### src/rtl/sram_arb_pkg.sv
// sram_arb_pkg
//   Shared definitions for the two-port SRAM arbiter: the arbiter FSM
//   state encoding, the port count, and the end-to-end latencies
//   (grant cycle to done cycle) seen with the reference controller.
//   No ports; imported by rr_pick2 and sram_arbiter.
package sram_arb_pkg;

  typedef enum logic [1:0] {
    IDLE  = 2'd0,
    ISSUE = 2'd1,
    WAIT  = 2'd2
  } arb_state_t;

  localparam int NUM_PORTS = 2;

  // Grant-to-done distances in cycles for a read and for a write.
  localparam int RD_LAT = 7;
  localparam int WR_LAT = 4;

endpackage

### src/rtl/sram_arbiter_rr_pick2.sv
// rr_pick2
//   Combinational two-way round-robin selector.
//   Ports:
//     req        in  [NUM_PORTS-1:0] request vector (bit N = port N)
//     last_owner in  1  port that received the previous grant
//     winner     out 1  selected port (only meaningful when valid)
//     valid      out 1  at least one request is present
module rr_pick2
  import sram_arb_pkg::*;
(
  input  logic [NUM_PORTS-1:0] req,
  input  logic                 last_owner,
  output logic                 winner,
  output logic                 valid
);

  // A lone requester always wins; on a tie the port that did not
  // own the previous transaction goes next.
  always_comb begin
    valid  = |req;
    winner = 1'b0;
    case (req)
      2'b01:   winner = 1'b0;
      2'b10:   winner = 1'b1;
      2'b11:   winner = ~last_owner;
      default: winner = 1'b0;
    endcase
  end

endmodule

### src/rtl/sram_arbiter.sv
// sram_arbiter
//   Shares one SRAM controller between two requesters. One request is
//   accepted at a time, a single wr_en/rd_en pulse is issued, and after
//   the controller reports ready a registered done pulse (plus read data
//   for reads) is returned to the port that owns the transaction.
//   Ports:
//     clk, rst_n                  clock, async active-low reset
//     p0_*/p1_* req,we,addr,wdata request side of each port
//     p0_gnt, p1_gnt              combinational accept (request latched)
//     p0_done, p1_done            registered one-cycle completion
//     rdata                       last completed read data (shared)
//     mem_wr_en, mem_rd_en        one-cycle command pulses to controller
//     mem_address, mem_writeData  latched request toward controller
//     mem_readData, mem_ready     response from controller
//     busy                        FSM not in IDLE
//     owner                       port of current or last transaction
module sram_arbiter
  import sram_arb_pkg::*;
#(
  parameter int ADDR_W = 32,
  parameter int DATA_W = 32
) (
  input  logic              clk,
  input  logic              rst_n,
  input  logic              p0_req,
  input  logic              p0_we,
  input  logic [ADDR_W-1:0] p0_addr,
  input  logic [DATA_W-1:0] p0_wdata,
  input  logic              p1_req,
  input  logic              p1_we,
  input  logic [ADDR_W-1:0] p1_addr,
  input  logic [DATA_W-1:0] p1_wdata,
  output logic              p0_gnt,
  output logic              p1_gnt,
  output logic              p0_done,
  output logic              p1_done,
  output logic [DATA_W-1:0] rdata,
  output logic              mem_wr_en,
  output logic              mem_rd_en,
  output logic [ADDR_W-1:0] mem_address,
  output logic [DATA_W-1:0] mem_writeData,
  input  logic [DATA_W-1:0] mem_readData,
  input  logic              mem_ready,
  output logic              busy,
  output logic              owner
);

  arb_state_t        state_q, state_d;
  logic              last_owner_q;
  logic              owner_q;
  logic              we_q;
  logic [ADDR_W-1:0] addr_q;
  logic [DATA_W-1:0] wdata_q;
  logic [DATA_W-1:0] rdata_q;
  logic [1:0]        done_q;
  logic              winner;
  logic              pick_valid;
  logic              grant;
  logic              complete;

  rr_pick2 u_pick (
    .req       ({p1_req, p0_req}),
    .last_owner(last_owner_q),
    .winner    (winner),
    .valid     (pick_valid)
  );

  // A grant can only happen from IDLE; that includes the done cycle,
  // which is what gives back-to-back transactions without a gap.
  assign grant    = (state_q == IDLE) && pick_valid;
  assign complete = (state_q == WAIT) && mem_ready;

  always_ff @(posedge clk or negedge rst_n) begin
    if (!rst_n) state_q <= IDLE;
    else        state_q <= state_d;
  end

  // mem_ready is deliberately ignored in ISSUE: the controller has not
  // seen the command yet and still reports its idle ready state.
  always_comb begin
    state_d = state_q;
    case (state_q)
      IDLE:    if (pick_valid) state_d = ISSUE;
      ISSUE:   state_d = WAIT;
      WAIT:    if (mem_ready) state_d = IDLE;
      default: state_d = IDLE;
    endcase
  end

  always_comb begin
    p0_gnt    = 1'b0;
    p1_gnt    = 1'b0;
    mem_wr_en = 1'b0;
    mem_rd_en = 1'b0;
    case (state_q)
      IDLE: begin
        p0_gnt = grant & ~winner;
        p1_gnt = grant &  winner;
      end
      ISSUE: begin
        mem_wr_en =  we_q;
        mem_rd_en = ~we_q;
      end
      default: ;
    endcase
  end

  // Request capture on grant; the latched copy drives the controller
  // so address/data stay stable even after the requester drops req.
  always_ff @(posedge clk or negedge rst_n) begin
    if (!rst_n) begin
      last_owner_q <= 1'b1;
      owner_q      <= 1'b0;
      we_q         <= 1'b0;
      addr_q       <= '0;
      wdata_q      <= '0;
    end else if (grant) begin
      last_owner_q <= winner;
      owner_q      <= winner;
      we_q         <= winner ? p1_we    : p0_we;
      addr_q       <= winner ? p1_addr  : p0_addr;
      wdata_q      <= winner ? p1_wdata : p0_wdata;
    end
  end

  // Completion: done is registered so it lands in the cycle after
  // mem_ready; only reads update the shared read-data register.
  always_ff @(posedge clk or negedge rst_n) begin
    if (!rst_n) begin
      done_q  <= 2'b00;
      rdata_q <= '0;
    end else begin
      done_q <= complete ? (owner_q ? 2'b10 : 2'b01) : 2'b00;
      if (complete && !we_q) rdata_q <= mem_readData;
    end
  end

  assign p0_done       = done_q[0];
  assign p1_done       = done_q[1];
  assign rdata         = rdata_q;
  assign mem_address   = addr_q;
  assign mem_writeData = wdata_q;
  assign busy          = (state_q != IDLE);
  assign owner         = owner_q;

endmodule

### config.mk
export PLATFORM = sky130hd
export DESIGN_NAME = sram_arbiter
export DESIGN_NICKNAME = d
export VERILOG_FILES = /design/src/rtl/sram_arb_pkg.sv /design/src/rtl/sram_arbiter_rr_pick2.sv /design/src/rtl/sram_arbiter.sv
export SDC_FILE = /design/constraint.sdc
export NUM_CORES = 1
export LEC_CHECK = 0
export CAP_MARGIN = 20
export CORE_MARGIN = 8
export CORE_UTILIZATION = 25
export CTS_CLUSTER_DIAMETER = 40
export CTS_CLUSTER_SIZE = 30
export DETAILED_ROUTE_END_ITERATION = 10
export PLACE_DENSITY = 0.7
export SETUP_SLACK_MARGIN = 0.3
export SLEW_MARGIN = 20
export SYNTH_ARGS = -nofsm -noshare
export SYNTH_HDL_FRONTEND = slang
export SYNTH_HIERARCHICAL = 1
export SYNTH_SLANG_ARGS = --single-unit
### constraint.sdc
create_clock -name clk -period 1.6 [get_ports clk]
set_input_delay 0.32 -clock clk [delete_from_list [all_inputs] [get_ports clk]]
set_output_delay 0.32 -clock clk [all_outputs]
set_load 0.01 [all_outputs]
==> metrics.txt <==
outcome complete, but fails checks; failing checks negative setup slack; reg-to-reg slack, setup -160 ps; CORE AREA 18600 sq um; Remaining Overflow, GRT 0; Final setup viols 103; CP Launch Type flop; CP Data Arrival Time 1450 ps; max-slew violation count 0; cell row count 50; Clk Tree Root Cell clkbuf_16; wire per inst 20.0 microns; Hold Crit Class input pin to asynchronous set/reset pin; DIE AREA 23600 sq um; CTS buffer count 9; cell with the most instances after synthesis mux2_2; WS Path Type flop to output pin; Synth Instances 302; sequential fraction of the synthesis area 0.544; Antenna Violating Nets Remaining 0; Final WS setup -172 ps; Yosys top cell area share 0.538; highest clock rate 564 MHz; Synth Flop Type dfrtp_1; final hold slack 343 ps; switching part of the total 0.324; peak supply drop 0.663 mV; largest cells by area after synthesis dfrtp_1, mux2_2, mux2_4, buf_12, buf_4; Slew Limit Headroom 0.813; Max-Cap Viols 0; power share of the combinational group 0.505; Crit Reg-Reg Startpoint state_q[0]; Syn-to-layout area delta 75.3%; first-pass GRT wire length 26000 microns; worst r2r dst mem_address[7]; CTS sink cnt 103; R2R depth 6; Antenna diodes 0; Synth Net Count 469; die span in y 154 microns; 1st-iter DRT viols 82; number of flops mapped to enable cells by yosys 0; Worst Path Max Fanout 3; unrepaired setup endpoints after global routing yes; layout cells sized above 1 0.550; CP delay by family, top simple AND/OR/NAND/NOR gates; post-synthesis cell type count 24; ys async rst share 1.00; initial antenna violation count 0; dpl hpwl 12000 microns; final setup skew 5.07 ps; setup_tns -10590 ps; Worst path slowest cell or3b_4; Clk Latency, worst-skew pair 340 ps; RePlAce Congestion 0.739; all-layer global routing usage 0.143; Synth top cells by count mux2_2, dfrtp_1, mux2_4; internal power 0.00970 W; Buf/Inv on CP 2; Bufs on Longest Clock Path 2; Vias 3681; pin count of the biggest net entering global routing 50; drt drc 0; fin nets 778; Crit. End Element output pin; Post-Syn Area 4740 sq um; power share of the sequential group 0.325; Worst Max-Slew Pin Slew 281 ps; Leak Pwr 3.69 nW; clock power share 0.170; Final Hold Fails 0; vias per inst 4.33; WL final 17000 microns; Tcrit/Tclk final 1.11; Critical Path RT 1280 ps; I/O pins 271; Cell Pwr Density 1730 nW/um^2; vias in the first global route 4290; Slowest Stage Delay on Critical Path 440 ps; Synth area leader dfrtp_1; 1st-pass router iterations 4; starting density of the core 0.254; warning count from the yosys run 6; Avg Inst Size Synth 15.7 sq um; Die W 154 microns; Port Buffers 270; critical-path cell list or3b_4 -> clkinv_4 -> and2_4 -> buf_6; clock-pin slew on the worst setup and hold paths 70 ps; H-tree depth 3; Switch Pwr 0.00464 W; Tmin final 1770 ps; count of state elements after synthesis 103; CTS tree yes
[stage by stage]
stage | std cells | util | power, W | area (sq um) | setup WS [ps]
2_1_floorplan | 302 | - | 0.00836 | 4930 | -0.234
5_1_grt | 850 | 0.446 | 0.0152 | 8310 | -237
3_5_place_dp | 801 | 0.422 | 0.0122 | 7880 | -743
3_3_place_gp | 801 | 0.422 | 0.0120 | 7880 | -722
6_report | 850 | 0.446 | 0.0143 | 8310 | -172
4_1_cts | 842 | 0.449 | 0.0146 | 8360 | -195
[layer usage]
metal	wire length, microns	part of all wire	track usage	vias up
li1	-	-	-	1702
met4	450	0.026	0.0649	0
met5	0	0	0	-
met2	8740	0.51	0.251	147
met1	6990	0.41	0.162	1810
met3	856	0.050	0.0334	22
[power groups by stage]
stage	sequential [W]	clock, W	combinational (W)
after floorplan	0.00523	0	0.00312
after global placement	0.00467	0	0.00736
after detailed placement	0.00475	0	0.00745
after CTS	0.00469	0.00255	0.00738
after global routing	0.00484	0.00265	0.00771
final	0.00466	0.00244	0.00725
[layout by cell type, fill, tap and decap left out, types with 2 or more instances in the layout]
cell type,netlist,layout
buf_8,0,2
buf_4,7,17
buf_16,0,10
clkbuf_16,0,10
clkbuf_2,0,6
dlygate4sd2_1,0,2
mux2_2,143,109
mux2i_1,2,2
nor2_2,0,2
clkbuf_8,0,2
buf_12,3,7
bufinv_16,0,2
buf_6,1,13
clkdlybuf4s50_1,0,163
dfrtp_1,102,102
mux2_4,15,53
buf_2,2,94
[final cells by class]
cell class	instances	area, sq um
clock buffers	12	256
multi-input cells	178	2180
well taps	234	293
fillers	1713	10300
clock inverters	4	76.3
flip-flops and latches	103	2580
inverters	2	12.5
repair buffers	317	2920
[kinds of logic (layout without fill, tap and decap cells)]
| kind of cell | count (synthesis) | count (layout) | share of synthesized area |
|---|---|---|---|
| buf+inv | 21 | 335 | 0.0348 |
| mux | 164 | 164 | 0.401 |
| simple gates | 12 | 12 | 0.0177 |
| compound gates | 2 | 2 | 0.00264 |
| flops | 103 | 103 | 0.544 |
[state kept, by name, indices dropped and copies added, names as in the netlist]
signal         count
owner              1
done_q             2
state_q            2
mem_writeData     32
mem_address       32
last_owner_q       1
rdata             32
we_q               1
[worst max path at each step]
stage / from / endpoint / slack, ps / cells after the start
floorplan: state_q[1] / p1_gnt / -0.2 / 5
global placement: p1_req / p1_gnt / -720 / 6
detailed placement: p1_req / p1_gnt / -740 / 6
CTS: state_q[1] / p1_gnt / -190 / 4
global route: state_q[0] / p1_gnt / -240 / 4
finish: state_q[0] / p1_gnt / -170 / 4
[timing repair]
action / in CTS / in global routing
gates resized for setup: 418 / 39
setup endpoints to repair: 203 / 131
hold buffers: 1 / 0
pin swaps: 4 / 2
gates cloned: 9 / 1
hold endpoints to repair: 7 / 0
buffers inserted: 15 / 7
(Power assumes the default switching activity.)
